`src/rtl/id_pkg.sv`:
```
// id_pkg: opcodes, ALU command encodings, field positions and ID/EXE bundle
// shared by the decode stage and its register file.
package id_pkg;

  localparam int OPC_HI = 31;
  localparam int OPC_LO = 26;
  localparam int DST_HI = 25;
  localparam int DST_LO = 21;
  localparam int S1_HI  = 20;
  localparam int S1_LO  = 16;
  localparam int S2_HI  = 15;
  localparam int S2_LO  = 11;
  localparam int IMM_HI = 15;
  localparam int IMM_LO = 0;

  localparam logic [5:0] OP_NOP  = 6'b000000;
  localparam logic [5:0] OP_ADD  = 6'b000001;
  localparam logic [5:0] OP_SUB  = 6'b000011;
  localparam logic [5:0] OP_AND  = 6'b000101;
  localparam logic [5:0] OP_OR   = 6'b000110;
  localparam logic [5:0] OP_NOR  = 6'b000111;
  localparam logic [5:0] OP_XOR  = 6'b001000;
  localparam logic [5:0] OP_SLA  = 6'b001001;
  localparam logic [5:0] OP_SLL  = 6'b001010;
  localparam logic [5:0] OP_SRA  = 6'b001011;
  localparam logic [5:0] OP_SRL  = 6'b001100;
  localparam logic [5:0] OP_ADDI = 6'b100000;
  localparam logic [5:0] OP_SUBI = 6'b100001;
  localparam logic [5:0] OP_LD   = 6'b100100;
  localparam logic [5:0] OP_ST   = 6'b100101;
  localparam logic [5:0] OP_BEZ  = 6'b101000;
  localparam logic [5:0] OP_BNE  = 6'b101001;
  localparam logic [5:0] OP_JMP  = 6'b101010;
  localparam logic [5:0] OP_COS  = 6'b111111;

  localparam logic [3:0] EXE_ADD = 4'b0000;
  localparam logic [3:0] EXE_SUB = 4'b0010;
  localparam logic [3:0] EXE_AND = 4'b0100;
  localparam logic [3:0] EXE_OR  = 4'b0101;
  localparam logic [3:0] EXE_NOR = 4'b0110;
  localparam logic [3:0] EXE_XOR = 4'b0111;
  localparam logic [3:0] EXE_SLL = 4'b1000;
  localparam logic [3:0] EXE_SRA = 4'b1001;
  localparam logic [3:0] EXE_SRL = 4'b1010;
  localparam logic [3:0] EXE_COS = 4'b1111;

  typedef struct packed {
    logic [31:0] pc;
    logic [31:0] val1;
    logic [31:0] val2;
    logic [31:0] st_val;
    logic [4:0]  dest;
    logic [4:0]  src1;
    logic [4:0]  src2;
    logic [3:0]  exe_cmd;
    logic        wb_en;
    logic        mem_read;
    logic        mem_write;
  } id_ex_t;

  function automatic logic [31:0] sext16(input logic [15:0] v);
    return {{16{v[15]}}, v};
  endfunction

  function automatic logic hit(
    input logic [4:0] a,
    input logic [4:0] d,
    input logic       en
  );
    return (a != 5'd0) && en && (a == d);
  endfunction

endpackage

```
`src/rtl/id_regfile.sv`:
```
// id_regfile: 32x32 register file, r0 hardwired to zero,
// two combinational read ports with write-through from WB.
module id_regfile (
  input  logic        clk,
  input  logic        rst,
  input  logic [4:0]  i_ra,
  input  logic [4:0]  i_rb,
  output logic [31:0] o_ra,
  output logic [31:0] o_rb,
  input  logic        i_we,
  input  logic [4:0]  i_wa,
  input  logic [31:0] i_wd
);

  logic [31:0] r_mem [32];

  always_ff @(posedge clk or posedge rst) begin
    if (rst) begin
      for (int i = 0; i < 32; i++) r_mem[i] <= '0;
    end else if (i_we && i_wa != 5'd0) begin
      r_mem[i_wa] <= i_wd;
    end
  end

  always_comb begin
    o_ra = r_mem[i_ra];
    if (i_ra == 5'd0)
      o_ra = '0;
    else if (i_we && i_ra == i_wa)
      o_ra = i_wd;
  end

  always_comb begin
    o_rb = r_mem[i_rb];
    if (i_rb == 5'd0)
      o_rb = '0;
    else if (i_we && i_rb == i_wa)
      o_rb = i_wd;
  end

endmodule

```
`src/rtl/id_stage.sv`:
```
// id_stage: decode, register read, branch resolve, hazard stall, ID/EXE reg.
// Define ID_FORWARD_EN to stall non-branches only on an EXE load-use.
module id_stage
  import id_pkg::*;
(
  input  logic        clk,
  input  logic        rst,
  input  logic [31:0] pc_in,
  input  logic [31:0] instruction,
  input  logic        freez_cos,
  input  logic        wb_en,
  input  logic [4:0]  wb_dest,
  input  logic [31:0] wb_value,
  input  logic        exe_wb_en,
  input  logic        exe_mem_read,
  input  logic [4:0]  exe_dest,
  input  logic        mem_wb_en,
  input  logic [4:0]  mem_dest,
  output logic        br_taken,
  output logic [31:0] br_addr,
  output logic        freez,
  output logic [31:0] pc_out,
  output logic [31:0] val1,
  output logic [31:0] val2,
  output logic [31:0] st_val,
  output logic [4:0]  dest_out,
  output logic [4:0]  src1_out,
  output logic [4:0]  src2_out,
  output logic [3:0]  exe_cmd,
  output logic        wb_en_out,
  output logic        mem_read_out,
  output logic        mem_write_out
);

  logic [5:0]  w_op;
  logic [4:0]  w_dst;
  logic [4:0]  w_s1;
  logic [4:0]  w_s2;
  logic [15:0] w_imm;
  logic [31:0] w_sx;
  logic [31:0] w_ra;
  logic [31:0] w_rb;
  logic        w_r, w_i, w_ld, w_st;
  logic        w_bez, w_bne, w_jmp, w_cos, w_nop;
  logic [3:0]  w_cmd;
  logic        w_br, w_xe, w_me;
  id_ex_t      w_d;
  id_ex_t      r_q;

  assign w_op  = instruction[OPC_HI:OPC_LO];
  assign w_dst = instruction[DST_HI:DST_LO];
  assign w_s1  = instruction[S1_HI:S1_LO];
  assign w_s2  = instruction[S2_HI:S2_LO];
  assign w_imm = instruction[IMM_HI:IMM_LO];
  assign w_sx  = sext16(w_imm);

  always_comb begin
    w_r   = 1'b0;
    w_i   = 1'b0;
    w_ld  = 1'b0;
    w_st  = 1'b0;
    w_bez = 1'b0;
    w_bne = 1'b0;
    w_jmp = 1'b0;
    w_cos = 1'b0;
    w_nop = 1'b0;
    w_cmd = EXE_ADD;
    unique case (w_op)
      OP_ADD:  w_r = 1'b1;
      OP_SUB:  begin w_r = 1'b1; w_cmd = EXE_SUB; end
      OP_AND:  begin w_r = 1'b1; w_cmd = EXE_AND; end
      OP_OR:   begin w_r = 1'b1; w_cmd = EXE_OR;  end
      OP_NOR:  begin w_r = 1'b1; w_cmd = EXE_NOR; end
      OP_XOR:  begin w_r = 1'b1; w_cmd = EXE_XOR; end
      OP_SLA:  begin w_r = 1'b1; w_cmd = EXE_SLL; end
      OP_SLL:  begin w_r = 1'b1; w_cmd = EXE_SLL; end
      OP_SRA:  begin w_r = 1'b1; w_cmd = EXE_SRA; end
      OP_SRL:  begin w_r = 1'b1; w_cmd = EXE_SRL; end
      OP_ADDI: w_i = 1'b1;
      OP_SUBI: begin w_i = 1'b1; w_cmd = EXE_SUB; end
      OP_LD:   begin w_i = 1'b1; w_ld = 1'b1; end
      OP_ST:   begin w_i = 1'b1; w_st = 1'b1; end
      OP_BEZ:  w_bez = 1'b1;
      OP_BNE:  w_bne = 1'b1;
      OP_JMP:  w_jmp = 1'b1;
      OP_COS:  begin w_cos = 1'b1; w_cmd = EXE_COS; end
      default: w_nop = 1'b1;
    endcase
  end

  // Port B serves src2 for R-type, else the dest field (ST data, BNE).
  id_regfile u_rf (
    .clk  (clk),
    .rst  (rst),
    .i_ra (w_s1),
    .i_rb (w_r ? w_s2 : w_dst),
    .o_ra (w_ra),
    .o_rb (w_rb),
    .i_we (wb_en),
    .i_wa (wb_dest),
    .i_wd (wb_value)
  );

  assign w_br = w_bez | w_bne | w_jmp;

`ifdef ID_FORWARD_EN
  assign w_xe = w_br ? exe_wb_en : exe_mem_read;
  assign w_me = w_br & mem_wb_en;
`else
  logic w_unused_mr;
  assign w_unused_mr = exe_mem_read;
  assign w_xe = exe_wb_en;
  assign w_me = mem_wb_en;
`endif

  assign freez =
    (~(w_nop | w_jmp) &
      (hit(w_s1, exe_dest, w_xe) | hit(w_s1, mem_dest, w_me))) |
    (w_r &
      (hit(w_s2, exe_dest, w_xe) | hit(w_s2, mem_dest, w_me))) |
    ((w_st | w_bne) &
      (hit(w_dst, exe_dest, w_xe) | hit(w_dst, mem_dest, w_me)));

  assign br_taken = ~freez &
    ((w_bez & (w_ra == 32'd0)) |
     (w_bne & (w_ra != w_rb)) |
     w_jmp);

  assign br_addr = pc_in + {w_sx[29:0], 2'b00};

  always_comb begin
    w_d           = '0;
    w_d.pc        = pc_in;
    w_d.val1      = w_ra;
    w_d.val2      = w_i ? w_sx : w_rb;
    w_d.st_val    = w_rb;
    w_d.dest      = w_dst;
`ifdef ID_FORWARD_EN
    w_d.src1      = w_s1;
    w_d.src2      = w_s2;
`endif
    w_d.exe_cmd   = w_cmd;
    w_d.wb_en     = w_r | w_cos | (w_i & ~w_st);
    w_d.mem_read  = w_ld;
    w_d.mem_write = w_st;
  end

  always_ff @(posedge clk or posedge rst) begin
    if (rst)
      r_q <= '0;
    else if (!freez_cos)
      r_q <= freez ? '0 : w_d;
  end

  assign pc_out        = r_q.pc;
  assign val1          = r_q.val1;
  assign val2          = r_q.val2;
  assign st_val        = r_q.st_val;
  assign dest_out      = r_q.dest;
  assign src1_out      = r_q.src1;
  assign src2_out      = r_q.src2;
  assign exe_cmd       = r_q.exe_cmd;
  assign wb_en_out     = r_q.wb_en;
  assign mem_read_out  = r_q.mem_read;
  assign mem_write_out = r_q.mem_write;

endmodule

```
`config.mk`:
```
export PLATFORM = sky130hd
export DESIGN_NAME = id_stage
export DESIGN_NICKNAME = d
export VERILOG_FILES = /design/src/rtl/id_pkg.sv /design/src/rtl/id_regfile.sv /design/src/rtl/id_stage.sv
export SDC_FILE = /design/constraint.sdc
export NUM_CORES = 2
export LEC_CHECK = 0
export BUFFER_PORTS_ARGS = -buffer_cell sky130_fd_sc_hd__buf_2
export CORE_UTILIZATION = 55
export DETAILED_ROUTE_END_ITERATION = 12
export PLACE_DENSITY_LB_ADDON = 0.2
export SETUP_SLACK_MARGIN = 0.02
export SLEW_MARGIN = 20
export SYNTH_ARGS = -nofsm -noshare
export SYNTH_HDL_FRONTEND = slang
export SYNTH_HIERARCHICAL = 1
export SYNTH_SLANG_ARGS = --single-unit
```
`constraint.sdc`:
```
create_clock -name clk -period 42.3 [get_ports clk]
set_clock_uncertainty 0.15 [all_clocks]
set_input_delay 8.46 -clock clk [delete_from_list [all_inputs] [get_ports clk]]
set_output_delay 8.46 -clock clk [all_outputs]
set_load 0.005 [all_outputs]
```
# Yosys cells after proc, flatten, opt, wreduce, memory -nomap -nowiden
# Index checks and enable logic that the tools add are counted.
[classes] addsub=1 magnitude_cmp=4 eq_ne=27 n_mux=26 n_bitwise=24 n_reduce_logical=28
[ops] operator="$bwmux 1024" count=1
[ops] operator="$bmux 32 s5" count=2
[ops] operator="$mux 32" count=10
[ops] operator="$demux 32 s5" count=1
[ops] operator="$mux 150" count=1
[ops] operator="$eq 6x6->1 const B" count=8
[ops] operator="$eq 5x5->1" count=8
[ops] operator="$pmux 4 s9" count=1
[ops] operator="$add 32x32->32" count=1
[ops] operator="$logic_not 32->1" count=1
[ops] operator="$ne 32x32->1" count=1
[ops] operator="$eq 6x4->1 const B" count=5
[ops] operator="$reduce_bool 5->1" count=4
[ops] operator="$eq 6x3->1 const B" count=3
[ops] operator="$ge 6x6->1 const B" count=3
[ops] operator="$not 5->6" count=3
[ops] operator="$reduce_or 18->1" count=1
[ops] operator="$logic_and 1x1->1" count=16
[ops] operator="$or 1x1->1" count=11
[ops] operator="$logic_not 5->1" count=2
[ops] operator="$reduce_or 10->1" count=1
[ops] operator="$mux 1" count=9
[ops] operator="$and 1x1->1" count=7
[ops] operator="$eq 6x1->1 const B" count=1
[ops] operator="6 further kinds" count=9
[totals] reg_bits=1174

# Longest topological paths before layout
[depth] depth_word=15 depth_mapped=21 ltp_nobuf=17

# Modules after synthesis
# Netlist, hierarchy kept.
[modules_own_cells] module="id_regfile" n_inst=1 cells_per_inst=3859 area_per_inst_um2=55253.0 seq_area_each_um2=25624.6
[modules_own_cells] module="id_stage" n_inst=1 cells_per_inst=1048 area_per_inst_um2=9175.0 seq_area_each_um2=3503.4

# Worst setup path after synthesis
# No wires, ideal clock.
[synth_path] path_kind="input to output" startpoint="input instruction[30]" endpoint="output br_taken" arrival_time_ns=11.844 required_ns=33.690 setup_slack_ns=21.846 stages=18 path_buffers=3 cell_sequence="clkbuf_1 > nor2_1 > nand2_1 > mux2_2 > buf_6 > xor2_1 > nor3_2 > nand3_1 > nor2b_1 > buf_2 > nor3_1 > nor3_1 > xnor2_1 > nand4_1 > nor4_1 > nand2_1 > a311oi_1 > nor2_1"
[synth_via] elab_chain_len=15
[synth_lines] item="start: declaration" line="id_stage.sv:9" rtl="input logic [31:0] instruction,"
[synth_lines] item="$eq 6x4->1 (tied with other cells)" line="id_stage.sv:68" rtl="unique case (w_op)"
[synth_lines] item="$reduce_or 10->1 (no source line) *"
[synth_lines] item="$mux 1 *" line="id_stage.sv:68"
[synth_lines] item="$mux 5 *" line="id_stage.sv:96" rtl=".i_rb (w_r ? w_s2 : w_dst),"
[synth_lines] item="$not 5->6 (implied by the code)" line="id_regfile.sv:34" rtl="o_rb = r_mem[i_rb];"
[synth_lines] item="$bmux 32 s5" line="id_regfile.sv:34"
[synth_lines] item="$mux 32 (implied by the code) (2 in a row)" line="id_regfile.sv:34"
[synth_lines] item="$mux 32" line="id_regfile.sv:37" rtl="else if (i_we && i_rb == i_wa)"
[synth_lines] item="$mux 32 *" line="id_regfile.sv:35" rtl="if (i_rb == 5'd0)"
[synth_lines] item="net w_rb[17]" line="id_stage.sv:42" rtl="logic [31:0] w_rb;"
[synth_lines] item="$ne 32x32->1 *" line="id_stage.sv:126" rtl="(w_bne & (w_ra != w_rb)) |"
[synth_lines] item="$and 1x1->1 *" line="id_stage.sv:126"
[synth_lines] item="$or 1x1->1 *" line="id_stage.sv:125" rtl="((w_bez & (w_ra == 32'd0)) |"
[synth_lines] item="$or 1x1->1 *" line="id_stage.sv:126"
[synth_lines] item="$and 1x1->1 *" line="id_stage.sv:124" rtl="assign br_taken = ~freez &"
[synth_lines] item="end: declaration" line="id_stage.sv:19" rtl="output logic br_taken,"
# Mark *: on every way through the listed nets, which the timed path passes. The rest lies on a longest branch. The select of a mux whose other input is x is not followed.

# Worst setup path in the final report
[layout_path] startpoint="input instruction[26]" endpoint="output br_taken"
# The elaborated chain is that of the path after synthesis.

==> results.sh <==
export IMPL_power_density_nw_per_um2=47.5
export IMPL_number_of_flops_mapped_to_enable_cells_by_yosys=0
export IMPL_antenna_found_initial=19
export IMPL_clkSinkCount=1164
export IMPL_areaGrowthSynthToFinish_pct=10.0
export IMPL_synth_largest_area_cell="sky130_fd_sc_hd__dfrtp_1"
export IMPL_synthesis_instances=4907
export IMPL_syn_avg_cell_area_um2=13.1
export IMPL_critical_path_required_ns=33.69
export IMPL_synth_yosys_warnings=6
export IMPL_synthTopCellsByArea="sky130_fd_sc_hd__dfrtp_1 (45%), sky130_fd_sc_hd__mux2_2 (18%), sky130_fd_sc_hd__mux4_2 (14%), sky130_fd_sc_hd__mux2i_1 (4.0%), sky130_fd_sc_hd__nand2_1 (1.7%)"
export IMPL_post_synth_num_cell_types=81
export IMPL_cts_tree="yes"
export IMPL_grt_remaining_overflow=0
export IMPL_post_route_min_period_ns=24.21
export IMPL_track_usage=0.361
export IMPL_post_layout_nonfiller_instances=6578
export IMPL_finalHoldViolations=0
export IMPL_multi_input_comb_area_um2=33000
export IMPL_finalWirelength_um=213000
export IMPL_synth_seq_area_share=0.452
export IMPL_post_cts_hold_buffer_count=0
export IMPL_leakagePower_nw=31.1
export IMPL_gp_congestion=0.931
export IMPL_worstSetupEndpointType="output port"
export IMPL_worst_slew_margin_rel=0.186
export IMPL_synth_area_mux_share=0.360
export IMPL_fillCellCount=9070
export IMPL_place_hpwl_um=130000
export IMPL_synth_main_ff_cell="sky130_fd_sc_hd__dfrtp_1"
export IMPL_synth_compound_gate_area_share=0.0746
export IMPL_worst_setup_path_start_kind="primary input"
export IMPL_fmax_mhz=41.3
export IMPL_buffer_ports_inserted=290
export IMPL_coreArea_um2=116000
export IMPL_post_synthesis_instance_area_um2=64400
export IMPL_cts_made_buffers=132
export IMPL_drt_wirelength_per_cell_um=32.5
export IMPL_final_net_count=5098
export IMPL_floorplan_die_area_um2=119000
export IMPL_crit_fanout=28
export IMPL_num_rows=125
export IMPL_hold_path_class="flop to flop"
export IMPL_effective_utilization_at_floorplan=0.554
export IMPL_clkLatencyLatePin_ns=0.76
export IMPL_combinational_family_with_the_most_area_after_synthesis="multiplexers"
export IMPL_antenna_violating_nets_post_route=0
export IMPL_die_w_um=344
export IMPL_vias_in_the_first_global_route=45097
export IMPL_max_cap_violations=0
export IMPL_grt_first_pass_wirelength_um=310000
export IMPL_post_route_cells_drive_above_1_share=0.426
export IMPL_cp_data_arrival_time_ns=15.60
export IMPL_timing_final_setup_violations=0
export IMPL_timing_final_crit_share=0.572
export IMPL_outcome="finished, final reports clean"
export IMPL_vdd_drop_max_mv=0.0441
export IMPL_die_height_um=344
export IMPL_post_place_cells=6340
export IMPL_post_route_drc_count=0
export IMPL_cts_htree_levels=4
export IMPL_final_max_slew_violation_count=0
export IMPL_initialDrtViolationCount=4767
export IMPL_cts_resized=0
export IMPL_worstMarginPinSlew_ns=1.21
export IMPL_postCtsSetupBuffers=0
export IMPL_ioPinCount=302
export IMPL_clkSlewWorstSetupHoldPaths_ns=0.06
export IMPL_vias=45724
export IMPL_drt_vias_per_instance=6.95
export IMPL_synth_top_area_share=0.452
export IMPL_post_synth_fa_ha_maj_area_fraction=0.00594
export IMPL_cts_root_to_sink_buffers=3
export IMPL_grt_max_degree=187
export IMPL_ys_seq_elements=1164
export IMPL_critical_setup_path_kind="primary input to output port"
export IMPL_rsz0062_at_grt="false"
export IMPL_layout_area_seq_um2=29100
export IMPL_yosys_area_share_simple=0.0531
export IMPL_totalNegativeSetupSlack_ns=0
export IMPL_cts_root_buf="sky130_fd_sc_hd__clkbuf_16"
export IMPL_drtPass1Iterations=7
export IMPL_xor_xnor_share_of_the_synthesized_area=0.0132
export IMPL_asyncSetResetFlopFracSynth=1.00
[metal layers]
| layer | vias to the layer above | wire length [um] | share of wire | track usage |
|---|---|---|---|---|
| met4 | 20 | 11700 | 0.055 | 0.179 |
| met3 | 585 | 24800 | 0.12 | 0.117 |
| met1 | 23917 | 81800 | 0.38 | 0.475 |
| met2 | 2602 | 95000 | 0.44 | 0.538 |
| met5 | - | 131 | 0.00061 | 0 |
| li1 | 18600 | - | - | - |
[cells by family after synthesis]
| group | count (synthesis) |
|---|---|
| mux | 1688 |
| flops | 1164 |
| simple gates | 709 |
| compound gates | 691 |
| buf+inv | 527 |
| xor+xnor | 97 |
| fa+ha+maj | 30 |
| other cells | 1 |
[final timing paths]
kind / end / from / slack (ns) / depth (start not counted)
worst max register to register: val1[6] / u_rf/r_mem[838] / 39.31 / 8
worst min-delay path: u_rf/r_mem[998] / u_rf/r_mem[998] / 0.24 / 0
worst min register to register: u_rf/r_mem[998] / u_rf/r_mem[998] / 0.24 / 0
worst max-delay path: br_taken / instruction[26] / 18.09 / 21
min in group asynchronous: pc_out[30] / rst / 7.68 / 2
max in group asynchronous: u_rf/r_mem[534] / rst / 31.20 / 5
[state kept, by name (all words and copies together) (netlist names)]
| register | flops |
|---|---|
| u_rf/r_mem | 1024 |
| pc_out | 32 |
| st_val | 32 |
| val1 | 32 |
| val2 | 32 |
| dest_out | 5 |
| exe_cmd | 4 |
| mem_read_out | 1 |
| mem_write_out | 1 |
| wb_en_out | 1 |
[power by group]
part	internal [mW]	switching (mW)	total, mW
Sequential	1.32	0.148	1.47
Clock	0.658	0.470	1.13
Combinational	0.405	0.366	0.771
[cells in the final DEF (no fill, tap or decap), types with 61 or more instances in the layout]
master	count
sky130_fd_sc_hd__nand2_1	271
sky130_fd_sc_hd__mux4_2	402
sky130_fd_sc_hd__dfrtp_1	1164
sky130_fd_sc_hd__clkbuf_16	138
sky130_fd_sc_hd__a22oi_1	102
sky130_fd_sc_hd__buf_4	112
sky130_fd_sc_hd__mux2i_1	255
sky130_fd_sc_hd__xnor2_1	61
sky130_fd_sc_hd__nand2b_1	110
sky130_fd_sc_hd__mux2_2	1027
sky130_fd_sc_hd__a21oi_1	128
sky130_fd_sc_hd__o21ai_0	134
sky130_fd_sc_hd__nor2_1	86
sky130_fd_sc_hd__buf_2	286
[cells in the mapped netlist, types with 16 or more instances]
cell type,instances
sky130_fd_sc_hd__a22oi_1,102
sky130_fd_sc_hd__o211ai_1,31
sky130_fd_sc_hd__dfrtp_1,1164
sky130_fd_sc_hd__buf_6,31
sky130_fd_sc_hd__o21ai_1,37
sky130_fd_sc_hd__xor2_1,36
sky130_fd_sc_hd__ha_1,29
sky130_fd_sc_hd__nand3_1,36
sky130_fd_sc_hd__buf_1,54
sky130_fd_sc_hd__nand4_1,19
sky130_fd_sc_hd__nand2b_1,110
sky130_fd_sc_hd__mux2i_1,255
sky130_fd_sc_hd__nor4_1,21
sky130_fd_sc_hd__o22ai_1,43
sky130_fd_sc_hd__nor3_1,63
sky130_fd_sc_hd__inv_1,17
sky130_fd_sc_hd__clkbuf_1,248
sky130_fd_sc_hd__buf_4,50
sky130_fd_sc_hd__buf_2,121
sky130_fd_sc_hd__nor2_1,105
sky130_fd_sc_hd__a211oi_1,16
sky130_fd_sc_hd__o31ai_2,36
sky130_fd_sc_hd__mux2_2,1031
sky130_fd_sc_hd__mux4_2,402
sky130_fd_sc_hd__a221oi_1,25
sky130_fd_sc_hd__xnor2_1,61
sky130_fd_sc_hd__o21ai_0,136
sky130_fd_sc_hd__a221o_1,38
sky130_fd_sc_hd__a31oi_1,16
sky130_fd_sc_hd__a21oi_1,129
sky130_fd_sc_hd__nand2_1,286
[area by class of cell]
cell class / instances / area share
multi-input cells: 3225 / 0.466
clock inverters: 28 / 0.00334
well taps: 1524 / 0.0269
clock buffers: 201 / 0.0564
diodes: 9 / 0.000318
repair buffers: 409 / 0.0347
inverters: 18 / 0.00113
flip-flops and latches: 1164 / 0.411
[metrics by stage]
stage / util / hold WS (ns) / area [um2] / worst slack [ns] / total power, mW
4_1_cts: 0.610 / 0.246 / 70800 / 18.13 / 3.36
6_report: 0.610 / 0.243 / 70900 / 18.09 / 3.37
3_5_place_dp: 0.573 / 0.233 / 66600 / 18.13 / 2.24
3_3_place_gp: 0.573 / 0.227 / 66600 / 17.94 / 2.21
2_1_floorplan: - / 0.291 / 64500 / 4.87 / 2.00
5_1_grt: 0.610 / 0.256 / 70900 / 17.77 / 3.50
[critical path, cell delays in order]
cell	delay (ns)
sky130_fd_sc_hd__buf_2	0.18
sky130_fd_sc_hd__nor2_1	0.26
sky130_fd_sc_hd__o21ai_1	0.13
sky130_fd_sc_hd__o21ai_0	0.10
sky130_fd_sc_hd__nand2_1	0.30
sky130_fd_sc_hd__mux2_8	0.57
sky130_fd_sc_hd__buf_4	0.53
sky130_fd_sc_hd__nand2b_1	0.90
sky130_fd_sc_hd__buf_4	0.48
sky130_fd_sc_hd__o21ai_0	0.15
sky130_fd_sc_hd__a21oi_1	0.19
sky130_fd_sc_hd__o21ai_0	0.12
sky130_fd_sc_hd__a211oi_1	0.38
sky130_fd_sc_hd__a221o_1	0.59
sky130_fd_sc_hd__xnor2_1	0.27
sky130_fd_sc_hd__nand4_1	0.14
sky130_fd_sc_hd__nor4_1	0.45
sky130_fd_sc_hd__nand2_1	0.11
sky130_fd_sc_hd__a311oi_1	0.95
sky130_fd_sc_hd__nor2_1	0.07
sky130_fd_sc_hd__buf_2	0.17
Note: power is estimated with default switching activity, not from simulation.
